File: config.mk
export PLATFORM = sky130hd
export DESIGN_NAME = pixel_frame_sequencer
export DESIGN_NICKNAME = d
export VERILOG_FILES = /design/src/rtl/ws_pkg.sv /design/src/rtl/rgb_brightness_scaler.sv /design/src/rtl/pixel_frame_sequencer.sv
export SDC_FILE = /design/constraint.sdc
export NUM_CORES = 1
export LEC_CHECK = 0
export CAP_MARGIN = 10
export CELL_PAD_IN_SITES_DETAIL_PLACEMENT = 0
export CELL_PAD_IN_SITES_GLOBAL_PLACEMENT = 1
export CORE_UTILIZATION = 54
export CTS_BUF_LIST = sky130_fd_sc_hd__clkbuf_2
export CTS_CLUSTER_DIAMETER = 200
export DETAILED_ROUTE_END_ITERATION = 10
export DONT_BUFFER_PORTS = 1
export GPL_ROUTABILITY_DRIVEN = 0
export PLACE_DENSITY_LB_ADDON = 0.1
export SYNTH_ARGS = -nofsm -noshare
export SYNTH_HDL_FRONTEND = slang
export SYNTH_SLANG_ARGS = --single-unit
File: constraint.sdc
create_clock -name clkIN -period 11.2 [get_ports clkIN]
set_input_delay 3.36 -clock clkIN [delete_from_list [all_inputs] [get_ports clkIN]]
set_output_delay 3.36 -clock clkIN [all_outputs]
set_load 0.01 [all_outputs]
File: src/rtl/ws_pkg.sv
// Shared types and constants for the WS2811 pixel frame sequencer.
package ws_pkg;

    typedef enum logic [2:0] {
        IDLE      = 3'd0,
        FETCH     = 3'd1,
        SCALE     = 3'd2,
        SEND      = 3'd3,
        WAIT_ACK  = 3'd4,
        WAIT_DONE = 3'd5
    } seqState_t;

    localparam int DEFAULT_UNITS    = 100;
    localparam int DEFAULT_COLORS   = 128;
    localparam int DEFAULT_PATTERNS = 4;

    localparam logic [7:0] BRIGHT_STEP  = 8'd16;
    localparam logic [7:0] BRIGHT_RESET = 8'd255;

    // Saturating brightness step; simultaneous up and down cancel out.
    function automatic logic [7:0] nextBrightness(input logic [7:0] cur,
                                                  input logic up,
                                                  input logic down);
        logic [7:0] res;
        res = cur;
        if (up && !down) begin
            res = (cur > (8'd255 - BRIGHT_STEP)) ? 8'd255 : cur + BRIGHT_STEP;
        end else if (down && !up) begin
            res = (cur < BRIGHT_STEP) ? 8'd0 : cur - BRIGHT_STEP;
        end
        return res;
    endfunction

endpackage

File: src/rtl/rgb_brightness_scaler.sv
// Registered per-channel brightness scaler: out = (c * (brightness + 1)) >> 8.
module rgb_brightness_scaler
    import ws_pkg::*;
(
    input  logic        clkIN,
    input  logic        nResetIN,
    input  logic        enIN,
    input  logic [23:0] colourIN,
    input  logic [7:0]  brightIN,
    output logic [23:0] colourOUT
);

    function automatic logic [7:0] scaleChannel(input logic [7:0] c, input logic [7:0] b);
        return 8'(({8'd0, c} * ({8'd0, b} + 16'd1)) >> 8);
    endfunction

    always_ff @(posedge clkIN or negedge nResetIN) begin
        if (!nResetIN) begin
            colourOUT <= 24'd0;
        end else if (enIN) begin
            colourOUT <= {scaleChannel(colourIN[23:16], brightIN),
                          scaleChannel(colourIN[15:8],  brightIN),
                          scaleChannel(colourIN[7:0],   brightIN)};
        end
    end

endmodule

File: src/rtl/pixel_frame_sequencer.sv
// Walks one frame of LEDs: fetch colour from ROM, scale by brightness, hand to the WS2811 transmitter.
module pixel_frame_sequencer
    import ws_pkg::*;
#(
    parameter int UNITS_NUMBER          = DEFAULT_UNITS,
    parameter int PATTERN_COLORS_NUMBER = DEFAULT_COLORS,
    parameter int PATTERNS_NUMBER       = DEFAULT_PATTERNS,
    parameter int ROM_LATENCY           = 1
)(
    input  logic        clkIN,
    input  logic        nResetIN,
    input  logic        frameTickIN,
    input  logic        patternNextIN,
    input  logic        patternPrevIN,
    input  logic        brightUpIN,
    input  logic        brightDownIN,
    output logic [$clog2(PATTERNS_NUMBER)+$clog2(PATTERN_COLORS_NUMBER)-1:0] romAddrOUT,
    input  logic [23:0] romDataIN,
    output logic        txStartOUT,
    output logic [23:0] txDataOUT,
    input  logic        txBusyIN,
    output logic        frameActiveOUT,
    output logic        frameDropOUT,
    output logic [2:0]  stateDbgOUT
);

    localparam int PW = $clog2(PATTERNS_NUMBER);
    localparam int CW = $clog2(PATTERN_COLORS_NUMBER);
    localparam int UW = (UNITS_NUMBER > 1) ? $clog2(UNITS_NUMBER) : 1;
    localparam int LW = (ROM_LATENCY > 0) ? $clog2(ROM_LATENCY + 1) : 1;

    seqState_t state, nextState;

    logic [UW-1:0] unit;
    logic [CW-1:0] shift;
    logic [CW-1:0] colourIndex;
    logic [PW-1:0] pattern;
    logic [PW-1:0] latchedPattern;
    logic [7:0]    brightness;
    logic [LW-1:0] latCnt;
    logic [23:0]   romWord;
    logic          lastUnit;
    logic          romReady;

    // Power-of-two colour count, so truncation gives the modulo wrap.
    assign colourIndex = CW'(unit) + shift;
    assign lastUnit    = (unit == UW'(UNITS_NUMBER - 1));
    assign romReady    = (latCnt == LW'(ROM_LATENCY));

    assign romAddrOUT     = {latchedPattern, colourIndex};
    assign txStartOUT     = (state == SEND);
    assign frameActiveOUT = (state != IDLE);
    assign frameDropOUT   = frameTickIN && (state != IDLE);
    assign stateDbgOUT    = state;

    always_ff @(posedge clkIN or negedge nResetIN) begin
        if (!nResetIN) begin
            state <= IDLE;
        end else begin
            state <= nextState;
        end
    end

    always_comb begin
        nextState = state;
        case (state)
            IDLE:      if (frameTickIN) nextState = FETCH;
            FETCH:     if (romReady) nextState = SCALE;
            SCALE:     nextState = SEND;
            SEND:      nextState = WAIT_ACK;
            WAIT_ACK:  if (txBusyIN) nextState = WAIT_DONE;
            WAIT_DONE: if (!txBusyIN) nextState = lastUnit ? IDLE : FETCH;
            default:   nextState = IDLE;
        endcase
    end

    always_ff @(posedge clkIN or negedge nResetIN) begin
        if (!nResetIN) begin
            unit           <= '0;
            shift          <= '0;
            latchedPattern <= '0;
            latCnt         <= '0;
            romWord        <= 24'd0;
        end else begin
            case (state)
                IDLE: begin
                    if (frameTickIN) begin
                        latchedPattern <= pattern;
                        unit           <= '0;
                        shift          <= shift + CW'(1);
                        latCnt         <= '0;
                    end
                end
                FETCH: begin
                    if (romReady) begin
                        romWord <= romDataIN;
                    end else begin
                        latCnt <= latCnt + LW'(1);
                    end
                end
                WAIT_DONE: begin
                    if (!txBusyIN) begin
                        latCnt <= '0;
                        if (!lastUnit) begin
                            unit <= unit + UW'(1);
                        end
                    end
                end
                default: ;
            endcase
        end
    end

    // Pattern and brightness track the buttons continuously; a frame only sees them when latched/scaled.
    always_ff @(posedge clkIN or negedge nResetIN) begin
        if (!nResetIN) begin
            pattern    <= '0;
            brightness <= BRIGHT_RESET;
        end else begin
            if (patternNextIN && !patternPrevIN) begin
                pattern <= pattern + PW'(1);
            end else if (patternPrevIN && !patternNextIN) begin
                pattern <= pattern - PW'(1);
            end
            brightness <= nextBrightness(brightness, brightUpIN, brightDownIN);
        end
    end

    rgb_brightness_scaler scaler (
        .clkIN     (clkIN),
        .nResetIN  (nResetIN),
        .enIN      (state == SCALE),
        .colourIN  (romWord),
        .brightIN  (brightness),
        .colourOUT (txDataOUT)
    );

endmodule

# ---- Word level (Yosys, flattened, before mapping)
# Index checks and enable logic that the tools add are counted.
dict set report classes {
  n_addsub 9
  n_mul 3
  magnitude_cmp 2
  n_eq_ne 11
  mux 20
  reduce_logical 20
}
# cell count
set ops {}
lappend ops {{$mul 8x16->16} 3}
lappend ops {{$mux 8} 4}
lappend ops {{$mux 7} 3}
lappend ops {{$pmux 3 s6} 1}
lappend ops {{$add 7x1->7 const B} 2}
lappend ops {{$pmux 7 s2} 1}
lappend ops {{$mux 3} 4}
lappend ops {{$ne 2x2->1 const B} 5}
lappend ops {{$add 8x1->9 const B} 1}
lappend ops {{$add 8x5->8 const B} 1}
lappend ops {{$gt 8x8->1 const B} 1}
lappend ops {{$lt 8x5->1 const B} 1}
lappend ops {{$reduce_and 4->1} 2}
lappend ops {{$sub 8x5->8 const B} 1}
lappend ops {{$add 7x7->7} 1}
lappend ops {{$eq 7x7->1 const B} 1}
lappend ops {{$eq 3x2->1 const B} 2}
lappend ops {{$eq 3x3->1 const B} 2}
lappend ops {{$reduce_bool 2->1} 3}
lappend ops {{$reduce_bool 3->1} 2}
lappend ops {{$logic_and 1x1->1} 5}
lappend ops {{$logic_not 1->1} 4}
lappend ops {{$mux 1} 4}
lappend ops {{$mux 2} 2}
lappend ops {{other kinds (8)} 9}
dict set report totals {
  register_bits 78
  in_bits 32
  output_inout_bits 39
  word_cells 74
}

# ---- Depth between registers and ports, before layout
# Gate-level depths: netlist of the first run.
dict set report depth {
  word_depth 4
  ltp_mapped 19
  mapped_depth_nobuf 18
}

# ---- Cells and area by module
# A second synthesis of the first run with hierarchy kept.
dict set report unflattened {
  hier_cells 1044
  hier_area_um2 10023.4
}
# module n_inst cells_per_inst area_each_um2 seq_area_each_um2
set by_module_without_submodules {}
lappend by_module_without_submodules {rgb_brightness_scaler 1 817 7382.1 600.6}
lappend by_module_without_submodules {pixel_frame_sequencer 1 227 2641.3 1282.5}

# ---- Least setup slack after synthesis of the first run
# Ideal clock, no wire load.
dict set report synth_timing {
  path_kind {input port to output port}
  start {input port frameTickIN}
  end {output port frameDropOUT}
  arrival_time_ns 3.506
  required_ns 7.840
  slack_ns 4.334
  cell_stages 1
  n_path_buf 0
  path_cell_list {and2_1}
}
dict set report synth_between {
  elab_chain_cells 1
}
# item line_no
set synth_rtl {}
lappend synth_rtl {{start: declaration} pixel_frame_sequencer.sv:12} ;# input logic frameTickIN,
lappend synth_rtl {{$logic_and 1x1->1} pixel_frame_sequencer.sv:53} ;# assign frameDropOUT = frameTickIN && (state != IDLE);
lappend synth_rtl {{end: declaration} pixel_frame_sequencer.sv:23} ;# output logic frameDropOUT,
# Every way passes these cells.

# ---- Final worst setup path of the first run
# Ends and elaborated chain as after synthesis.

==> results of run 1 <==
## worst min-delay path by stage
stage | from | end | slack, ns | depth (start not counted)
after floorplan | pattern[1] | pattern[1] | 0.44 | 1
after detailed placement | pattern[1] | pattern[1] | 0.46 | 1
after global placement | pattern[1] | pattern[1] | 0.45 | 1
after CTS | pattern[1] | pattern[1] | 0.48 | 1
final | pattern[1] | pattern[1] | 0.48 | 1
after global routing | pattern[1] | pattern[1] | 0.50 | 1
## flip-flops by register name, indices dropped and copies added, names as in the netlist
signal            cells
shift                 7
latchedPattern        2
brightness            5
pattern               2
stateDbgOUT           3
scaler.colourOUT     24
unit                  7
romWord              24
latCnt                1
## logic make-up (layout without fill, tap and decap cells)
| logic type | after synthesis | count (layout) |
|---|---|---|
| flops | 75 | 75 |
| other cells | 0 | 1 |
| mux | 30 | 30 |
| compound gates | 112 | 112 |
| buf+inv | 135 | 130 |
| xor+xnor | 52 | 52 |
| simple gates | 242 | 242 |
| fa+ha+maj | 165 | 165 |
## area by class of cell
| class | count | area [um2] | area share [%] |
|---|---|---|---|
| diodes | 1 | 2.502 | 0.03093 |
| clock buffers | 10 | 50.05 | 0.6185 |
| clock inverters | 6 | 80.08 | 0.9896 |
| inverters | 111 | 416.7 | 5.149 |
| multi-input cells | 601 | 5411 | 66.88 |
| flip-flops and latches | 75 | 1883 | 23.27 |
| well taps | 180 | 225.2 | 2.783 |
| repair buffers | 3 | 22.52 | 0.2783 |
## through the flow
step	instances	util, %	hold WS, ns
2_1_floorplan	811	-	0.4362
3_3_place_gp	970	56.90	0.4521
3_5_place_dp	970	56.90	0.4551
4_1_cts	986	57.83	0.4824
5_1_grt	986	57.83	0.5050
6_report	987	57.84	0.4789
## metal layers
metal	part of all wire, %	vias up	global-route usage, %	wire [um]
met4	2.0	0	8.613	291
li1	-	2655	-	-
met5	0	-	0	0
met1	46	2566	27.78	6815
met3	3.9	23	4.275	574
met2	48	87	36.41	7141
## cell usage in the layout, fill, tap and decap left out, types with 3 or more instances in the layout
cell type / instances
sky130_fd_sc_hd__xnor2_1: 31
sky130_fd_sc_hd__buf_4: 3
sky130_fd_sc_hd__nand2b_1: 7
sky130_fd_sc_hd__or3_1: 5
sky130_fd_sc_hd__and3_1: 4
sky130_fd_sc_hd__o31ai_1: 7
sky130_fd_sc_hd__a2111oi_0: 4
sky130_fd_sc_hd__a21o_1: 9
sky130_fd_sc_hd__a21oi_1: 25
sky130_fd_sc_hd__dfrtp_1: 70
sky130_fd_sc_hd__ha_1: 107
sky130_fd_sc_hd__and2_1: 79
sky130_fd_sc_hd__nand3_1: 6
sky130_fd_sc_hd__nor2_1: 22
sky130_fd_sc_hd__fa_1: 58
sky130_fd_sc_hd__nor3_1: 8
sky130_fd_sc_hd__o21a_1: 4
sky130_fd_sc_hd__mux2_2: 30
sky130_fd_sc_hd__nand2_1: 52
sky130_fd_sc_hd__clkbuf_2: 10
sky130_fd_sc_hd__o21ai_0: 37
sky130_fd_sc_hd__clkinv_1: 3
sky130_fd_sc_hd__inv_1: 111
sky130_fd_sc_hd__dfstp_2: 5
sky130_fd_sc_hd__nor2b_1: 38
sky130_fd_sc_hd__o21bai_1: 3
sky130_fd_sc_hd__a211oi_1: 5
sky130_fd_sc_hd__xor2_1: 20
sky130_fd_sc_hd__nand4_1: 5
==> results_tabular.tex, run 1 <==
\begin{tabular}{lr}
\hline
Metric & Value \\
\hline
\multicolumn{2}{l}{\textbf{Synthesis}} \\
Cell taking the most area after synthesis & sky130\_fd\_sc\_hd\_\_dfrtp\_1 \\
Number of nets produced by synthesis & 1008 \\
Synthesized-area fraction occupied by ao, oa, aoi and oai cells & about a tenth \\
Register bit total from synthesis & 75 \\
Warnings, synthesis & 0 \\
XOR/XNOR Fraction of Synth Area & under 10\% \\
Post-synthesis sequential area ratio & 24.12\% \\
Synthesized instance count & 811 \\
Largest family of logic cells by synthesized area & adder cells \\
Top-count cell post-synth & sky130\_fd\_sc\_hd\_\_inv\_1 \\
Post-synth design cell area & 7807 um2 \\
Post-Synthesis Mean Instance Area & 9.627 um2 \\
Async set-or-reset flop fraction in the synthesized netlist & 100.0\% \\
Top\_reg\_cell synth & sky130\_fd\_sc\_hd\_\_dfrtp\_1 \\
Synth top cells by count & sky130\_fd\_sc\_hd\_\_inv\_1 (111), sky130\_fd\_sc\_hd\_\_ha\_1 (107), sky130\_fd\_sc\_hd\_\_and2\_1 (79) \\
Area share of the largest cell type after synthesis & between 20 and 25\% \\
Post-Synth Adder-Cell Area & 32.02\% \\
Fraction of synthesized area in multiplexers & 4.327\% \\
Simple-gate share of the synthesized area & 17.39\% \\
Synth top area cells & sky130\_fd\_sc\_hd\_\_dfrtp\_1 (22\%), sky130\_fd\_sc\_hd\_\_ha\_1 (17\%), sky130\_fd\_sc\_hd\_\_fa\_1 (15\%) \\
Number of enable flip-flop cells after synthesis & 0 \\
Cell variety after synth & 61 \\
\multicolumn{2}{l}{\textbf{Critical path}} \\
Cell family with the largest share of critical-path delay & simple AND/OR/NAND/NOR gates \\
Setup slack, reg-to-reg & 5.53 ns \\
Endpoint of the worst-slack reg-to-reg timing path & scaler.colourOUT[6] \\
Largest stage delay on the critical path & 0.15 ns \\
Crit path required time & about 8 ns \\
Worst Setup EP & frameDropOUT \\
CP startpoint kind & input port \\
Worst setup EP type & output port \\
Slowest CP cell & sky130\_fd\_sc\_hd\_\_and2\_1 \\
Buffers and inverters on the worst path & 0 \\
FF-to-FF path depth & 19 \\
Worst R2R Start & brightness[2] \\
CP Class & input port to output port \\
Worst path arrival time & about 3.5 ns \\
CP startpoint & frameTickIN \\
Crit path depth & 1 \\
Sequence of cells on the critical path & and2\_1 \\
Maximum fanout count along the critical path & 5 \\
\multicolumn{2}{l}{\textbf{Floorplanning}} \\
Rows & 43 \\
Number of I/O pins & 71 \\
Height of the die & 122.2 um \\
Die X-Extent & 122.2 um \\
Initial cell density of the core & 55.81\% \\
Die ar. & 14940 um2 \\
Floorplan core area & 13990 um2 \\
\multicolumn{2}{l}{\textbf{Clock network}} \\
Number of instances resized during post-cts repair & 0 \\
Clock Latency Late Sink & 0.59 ns \\
CTS Root Cell & sky130\_fd\_sc\_hd\_\_clkbuf\_2 \\
Worst-case clock buffer depth & 2 \\
Worst-path clk slew & 0.20 ns \\
Number of buffers inserted to repair setup after CTS & 0 \\
Clock tree from TritonCTS & done \\
Count of H-tree levels built during CTS & 3 \\
Cts-stage hold buffer count & 0 \\
TritonCTS Buffers & 9 \\
Clk sink count & 75 \\
\multicolumn{2}{l}{\textbf{Routing}} \\
DRC marker count from the first detailed-route iteration & 167 \\
Average via count per standard cell & 5.401 \\
Detailed-route via count & 5331 \\
Average detailed-routed wire length per instance & 15.02 um \\
Post-route antenna net violation count & 0 \\
Final routed wirelength across all metal layers & about 15 mm \\
Drt pass-1 iters & 4 \\
Total DRC errors in the routed layout & 0 \\
\multicolumn{2}{l}{\textbf{GRT}} \\
Overall routing resource usage & a little over a fifth \\
Pin count of the biggest net entering global routing & 76 \\
Global-route wire length before repair & $\sim$25 mm \\
Initial antenna violation count & 1 \\
Number of global-route vias before repair & 5393 \\
Overflow after GRT & 0 \\
\multicolumn{2}{l}{\textbf{Flow run}} \\
Max-cap violations & 0 \\
\multicolumn{2}{l}{\textbf{Timing}} \\
Final clock skew & 0.02479 ns \\
Setup violations, final & 0 \\
Maximum operating frequency & 145.6 MHz \\
Max Transition Viols Final & 0 \\
RSZ-0062 raised after global routing & no \\
Final sum of negative setup slack & 0 ns \\
Max transition margin & 29.75\% \\
Number of hold violations in the final report & 0 \\
Clock period minus final worst setup slack & a little under 7 ns \\
Transition time at the pin with the least slew margin & approximately 1.0 ns \\
Final WS setup & about 4.3 ns \\
Period utilisation layout & between 60\% and 70\% \\
\multicolumn{2}{l}{\textbf{Cells and area}} \\
Synthesis-to-layout area growth & 3.638\% \\
FILL cells & 1259 \\
Share of post-route cells with drive strength above 1 & about 8.4\% \\
Post-route cell area & between 8000 and 9000 um2 \\
NumNets Final & between 900 and 1000 \\
\multicolumn{2}{l}{\textbf{Placement}} \\
Count of port buffers added during placement & 0 \\
Final HPWL from detailed placement & 11.52 mm \\
Area after detailed placement & about 8000 um2 \\
Setup WS pre-CTS & 4.333 ns \\
\multicolumn{2}{l}{\textbf{Min path}} \\
Hold/Removal Path Class & flop to flop \\
\multicolumn{2}{l}{\textbf{Outcome}} \\
Outcome & complete, no violations \\
\hline
\end{tabular}
Power of run 1 is left out: the tool's default activity adds up to more than one toggle a clock period on the data nets, which glitch-free logic cannot reach.
==> run 2: changes to the inputs <==
Settings changed: CORE_UTILIZATION 54 to 52.
Clock period 11.2 ns to 6.7 ns, I/O delays scaled along.
==> results_tabular.tex, run 2 (synthesized netlist as in run 1, its figures left out) <==
\begin{tabular}{lr}
\hline
Metric & Value \\
\hline
\multicolumn{2}{l}{\textbf{Cells and area}} \\
Synthesis-to-layout area growth & 3.157\% \\
Share of post-route cells with drive strength above 1 & 8.663\% \\
Area used by multi-input combinational logic & 5404 um2 \\
Storage element area & approximately 1900 um2 \\
Biggest registers after layout & romWord x24, scaler.colourOUT x24 \\
Top library cells by usage in the layout, fill and taps aside & sky130\_fd\_sc\_hd\_\_inv\_1 (111), sky130\_fd\_sc\_hd\_\_ha\_1 (107), sky130\_fd\_sc\_hd\_\_and2\_1 (79) \\
NumNets Final & 1000 \\
Leading cell type in the layout, fill and taps excluded & sky130\_fd\_sc\_hd\_\_inv\_1 \\
FILL cells & around 1300 \\
\multicolumn{2}{l}{\textbf{Routing}} \\
Average detailed-routed wire length per instance & 15.02 um \\
Total DRC errors in the routed layout & 0 \\
DRC marker count from the first detailed-route iteration & 210 \\
Average via count per standard cell & 5.378 \\
Post-route antenna net violation count & 0 \\
Final routed wirelength across all metal layers & 14.91 mm \\
Detailed-route via count & 5340 \\
Drt pass-1 iters & 4 \\
\multicolumn{2}{l}{\textbf{Clock network}} \\
Worst-path clk slew & 0.20 ns \\
TritonCTS Buffers & 9 \\
Clock tree from TritonCTS & done \\
Clock Latency Late Sink & slightly below 0.6 ns \\
Worst-case clock buffer depth & 2 \\
Number of buffers inserted to repair setup after CTS & 0 \\
Count of H-tree levels built during CTS & 3 \\
CTS Root Cell & sky130\_fd\_sc\_hd\_\_clkbuf\_2 \\
Cts-stage hold buffer count & 0 \\
Clk sink count & 75 \\
Number of instances resized during post-cts repair & 0 \\
\multicolumn{2}{l}{\textbf{GRT}} \\
Global-route track usage on met2 & 34.94\% \\
Number of global-route vias before repair & 5424 \\
Initial antenna violation count & 1 \\
Pin count of the biggest net entering global routing & between 70 and 80 \\
GRT met1 Usage & between 20\% and 30\% \\
Overall routing resource usage & 20.89\% \\
Layer with the highest usage & met2 \\
Met3 track utilization from global routing & under 10\% \\
Overflow after GRT & 0 \\
Global-route wire length before repair & 26.18 mm \\
\multicolumn{2}{l}{\textbf{Critical path}} \\
Crit path required time & between 7 and 8 ns \\
CP startpoint & brightness[2] \\
Buffers and inverters on the worst path & 3 \\
Worst setup EP type & flop \\
Sequence of cells on the critical path & ha\_1 > nand4\_1 > xor2\_1 > buf\_4 > nor2b\_1 > fa\_1 > fa\_1 > inv\_1 > fa\_1 > inv\_1 > ha\_1 > ha\_1 > a21o\_1 > a2111oi\_0 > o21a\_1 > nor2\_1 > xnor2\_1 > o21ai\_0 \\
Cell family with the largest share of critical-path delay & adder cells \\
Worst R2R Start & brightness[2] \\
CP startpoint kind & flop \\
Worst path arrival time & between 5 and 6 ns \\
Largest stage delay on the critical path & slightly below 0.8 ns \\
Slowest CP cell & sky130\_fd\_sc\_hd\_\_dfstp\_2 \\
CP Class & flop to flop \\
Maximum fanout count along the critical path & 18 \\
\multicolumn{2}{l}{\textbf{Timing}} \\
Maximum operating frequency & 189.0 MHz \\
Max Transition Viols Final & 0 \\
Max transition margin & 46.15\% \\
Transition time at the pin with the least slew margin & 0.8078 ns \\
RSZ-0062 raised after global routing & no \\
Setup violations, final & 0 \\
Period utilisation layout & around 79\% \\
Number of hold violations in the final report & 0 \\
Final clock skew & around 0.032 ns \\
Final sum of negative setup slack & 0 ns \\
Clock period minus final worst setup slack & 5.290 ns \\
\multicolumn{2}{l}{\textbf{Min path}} \\
Launch point of the worst hold path & pattern[1] \\
Hold/Removal Path Class & flop to flop \\
\multicolumn{2}{l}{\textbf{Floorplanning}} \\
Die X-Extent & $\sim$120 um \\
Die ar. & 15510 um2 \\
Initial cell density of the core & 53.52\% \\
Rows & 44 \\
Floorplan core area & approximately 15000 um2 \\
Height of the die & 124.5 um \\
Number of I/O pins & 71 \\
\multicolumn{2}{l}{\textbf{Outcome}} \\
Outcome & complete, no violations \\
\multicolumn{2}{l}{\textbf{Placement}} \\
Count of port buffers added during placement & 0 \\
Final HPWL from detailed placement & 11.95 mm \\
\multicolumn{2}{l}{\textbf{Flow run}} \\
Max-cap violations & 0 \\
\hline
\end{tabular}
run 2: changes by cell type in the layout (fill, tap and decap cells not counted), sizes merged:
| cell | change |
|---|---|
| clkbuf | +2 |
| clkinv | -1 |
| clkinvlp | +1 |
| bufinv | -2 |
| buf | +2 |
run 2: path summary, 6_finish.rpt:
kind | endpoint | slack, ns | cells after the start
setup / recovery | scaler.colourOUT[15] | 1.41 | 18
hold / removal | pattern[1] | 0.48 | 1
setup reg to reg | scaler.colourOUT[15] | 1.41 | 18
hold reg to reg | pattern[1] | 0.48 | 1
max in group asynchronous | brightness[4] | 5.39 | 0
min in group asynchronous | scaler.colourOUT[23] | 1.08 | 0
run 2: through the flow:
step | instance area, um2 | setup WS (ns) | util (%) | hold WS (ns) | cells
after floorplan | 7807 | 1.772 | - | 0.4362 | 811
after global placement | 7971 | 1.635 | 54.64 | 0.4541 | 976
after detailed placement | 7971 | 1.403 | 54.64 | 0.4529 | 976
after CTS | 8051 | 1.385 | 55.19 | 0.4809 | 992
after global routing | 8054 | 1.126 | 55.21 | 0.5078 | 993
final | 8054 | 1.410 | 55.21 | 0.4766 | 993
run 2: worst reg2reg max path, delay by kind of cell (launching register included):
kind | cells | cell delay [ns]
compound gates | 4 | 0.99
simple gates | 3 | 0.26
flops | 1 | 0.78
buf+inv | 3 | 0.32
xor+xnor | 2 | 0.36
fa+ha+maj | 6 | 2.45
run 2: area by class of cell:
type	instances	area share, %
multi-input combinational	601	67.10
sequential	75	23.38
inverter	111	5.173
tap	184	2.858
clock buffer	12	0.7457
timing repair buffer	5	0.4661
clock inverter	4	0.2486
antenna	1	0.03107
run 2: per-layer routing:
layer,share of wire [%],wire (um),up-vias
met4,2.2,332,0
met3,3.2,477,21
met1,46,6904,2576
met2,48,7200,91
li1,-,-,2652
met5,0,0,-
Power of run 2 is left out for the same reason.
==> run 3: changes to the inputs <==
Settings changed: CORE_UTILIZATION 52 to 47.
Clock period 6.7 ns to 4.82 ns, I/O delays scaled along.
==> results_tabular.tex, run 3 (synthesized netlist as in run 1, its figures left out) <==
\begin{tabular}{lr}
\hline
Metric & Value \\
\hline
\multicolumn{2}{l}{\textbf{Outcome}} \\
Outcome & complete, no violations \\
\multicolumn{2}{l}{\textbf{Routing}} \\
DRC marker count from the first detailed-route iteration & 174 \\
Total DRC errors in the routed layout & 0 \\
Final routed wirelength across all metal layers & between 15 and 20 mm \\
Average via count per standard cell & 5.272 \\
Drt pass-1 iters & 4 \\
Detailed-route via count & between 5000 and 6000 \\
Average detailed-routed wire length per instance & $\sim$16 um \\
Post-route antenna net violation count & 0 \\
\multicolumn{2}{l}{\textbf{Cells and area}} \\
Fin cells & approximately 1100 \\
Synthesis-to-layout area growth & 11.92\% \\
Final core occ & between 50 and 60\% \\
Antenna diode instance count & 0 \\
NumNets Final & 1033 \\
Leading cell type in the layout, fill and taps excluded & sky130\_fd\_sc\_hd\_\_inv\_1 \\
Top library cells by usage in the layout, fill and taps aside & sky130\_fd\_sc\_hd\_\_inv\_1 (108), sky130\_fd\_sc\_hd\_\_ha\_1 (92), sky130\_fd\_sc\_hd\_\_and2\_1 (77) \\
Biggest registers after layout & romWord x24, scaler.colourOUT x24 \\
Share of post-route cells with drive strength above 1 & 17.36\% \\
\multicolumn{2}{l}{\textbf{Clock network}} \\
Cts-stage hold buffer count & 0 \\
Worst-path clk slew & 0.19 ns \\
Clock tree from TritonCTS & done \\
TritonCTS Buffers & 9 \\
Clock Latency Late Sink & 0.57 ns \\
Count of H-tree levels built during CTS & 3 \\
Clk sink count & 75 \\
CTS Root Cell & sky130\_fd\_sc\_hd\_\_clkbuf\_2 \\
Worst-case clock buffer depth & 2 \\
\multicolumn{2}{l}{\textbf{Critical path}} \\
Sequence of cells on the critical path & ha\_4 > nand4\_1 > xor2\_2 > buf\_6 > buf\_4 > nor2b\_1 > fa\_1 > fa\_1 > fa\_1 > ha\_1 > ha\_4 > nor3\_1 > nand2\_1 > o211ai\_1 > xnor2\_1 > o21ai\_0 \\
CP startpoint kind & flop \\
Cell seen most often among critical-path stages & sky130\_fd\_sc\_hd\_\_fa\_1 \\
Worst R2R Start & brightness[4] \\
Maximum fanout count along the critical path & 8 \\
Setup slack, reg-to-reg & 0.1 ns \\
Crit path required time & 5.26 ns \\
Worst path arrival time & 5.16 ns \\
FF-to-FF path depth & 16 \\
Cell family with the largest share of critical-path delay & adder cells \\
Slowest CP cell & sky130\_fd\_sc\_hd\_\_dfstp\_2 \\
CP Class & flop to flop \\
Buffers and inverters on the worst path & 2 \\
Worst setup EP type & flop \\
Largest stage delay on the critical path & 0.65 ns \\
Endpoint of the worst-slack reg-to-reg timing path & scaler.colourOUT[7] \\
\multicolumn{2}{l}{\textbf{Flow run}} \\
Max-cap violations & 0 \\
\multicolumn{2}{l}{\textbf{Floorplanning}} \\
Die ar. & 17130 um2 \\
Rows & 46 \\
Die X-Extent & 130.9 um \\
Number of I/O pins & 71 \\
Initial cell density of the core & 48.62\% \\
Height of the die & $\sim$130 um \\
Floorplan core area & 16060 um2 \\
\multicolumn{2}{l}{\textbf{Timing}} \\
Min Hold Slack & $\sim$0.5 ns \\
Setup violations, final & 0 \\
Number of hold violations in the final report & 0 \\
Final sum of negative setup slack & 0 ns \\
Maximum operating frequency & 211.7 MHz \\
Clock period minus final worst setup slack & 4.723 ns \\
Period utilisation layout & 97.98\% \\
Final clock skew & 0.01809 ns \\
RSZ-0062 raised after global routing & yes \\
Max transition margin & 43.64\% \\
Transition time at the pin with the least slew margin & 0.8425 ns \\
Max Transition Viols Final & 0 \\
\multicolumn{2}{l}{\textbf{Placement}} \\
Placed cell count & approximately 1000 \\
Final HPWL from detailed placement & 12.89 mm \\
Count of port buffers added during placement & 0 \\
\multicolumn{2}{l}{\textbf{Min path}} \\
Hold/Removal Path Class & flop to flop \\
Launch point of the worst hold path & pattern[1] \\
Cell count of the worst hold path & 1 \\
Worst hold endpoint & pattern[1] \\
\multicolumn{2}{l}{\textbf{GRT}} \\
Initial antenna violation count & 0 \\
Pin count of the biggest net entering global routing & 76 \\
Overall routing resource usage & 20.29\% \\
Number of global-route vias before repair & 5653 \\
Global-route wire length before repair & $\sim$27 mm \\
Overflow after GRT & 0 \\
\hline
\end{tabular}
[run 3: cell count changes in the layout (fill, tap and decap cells not counted), sizes merged]
cell	delta
buf	+33
bufinv	+1
clkbuf	+1
clkinv	-1
clkinvlp	-1
diode	-1
[run 3: routing by layer]
layer / part of all wire [%] / vias up / track usage [%]
met1: 46 / 2753 / 25.87
met4: 1.6 / 0 / 6.558
met2: 50 / 84 / 35.45
li1: - / 2719 / -
met5: 0 / - / 0
met3: 2.9 / 17 / 2.769
[run 3: final cells by class]
| class | count | area, um2 |
|---|---|---|
| clock buffers | 13 | 65.06 |
| clock inverters | 3 | 38.79 |
| fillers | 1455 | 7320 |
| inverters | 111 | 416.7 |
| multi-input cells | 601 | 5749 |
| flip-flops and latches | 75 | 1883 |
| repair buffers | 38 | 315.3 |
| well taps | 216 | 270.3 |
[run 3: timing repair]
item	CTS	global route
pin swaps	0	45
setup buffers	0	9
setup endpoints to repair	1	12
resized for setup	3	71
gates cloned	0	3
[run 3: how the worst max path moves through the flow]
| stage | start | endpoint | slack (ns) | cells past startpoint |
|---|---|---|---|---|
| final | brightness[4] | scaler.colourOUT[7] | 0.1 | 16 |
| after global routing | brightness[4] | scaler.colourOUT[7] | -0.11 | 16 |
| after CTS | brightness[4] | scaler.colourOUT[21] | 0.003 | 17 |
| after detailed placement | brightness[5] | scaler.colourOUT[15] | -0.03 | 17 |
| after global placement | brightness[5] | scaler.colourOUT[15] | 0.01 | 17 |
| after floorplan | brightness[6] | scaler.colourOUT[15] | 0.02 | 18 |
[run 3: worst register-to-register path: cells and delay by family, from the launching register on]
family	cells	cell delay, ns
flip-flops	1	0.65
AND/OR/NAND/NOR	4	0.59
AO/OA/AOI/OAI	2	0.34
adder cells (fa/ha/maj)	6	2.19
XOR/XNOR	2	0.48
buffers and inverters	2	0.35
[run 3: metrics by stage]
step | area, um2 | worst slack, ns
floorplan | 7818 | 0.02085
global placement | 8177 | 0.01072
detailed placement | 8177 | -0.03197
CTS | 8294 | 0.002786
global route | 8738 | -0.1147
finish | 8738 | 0.09733
Power of run 3 is left out for the same reason.
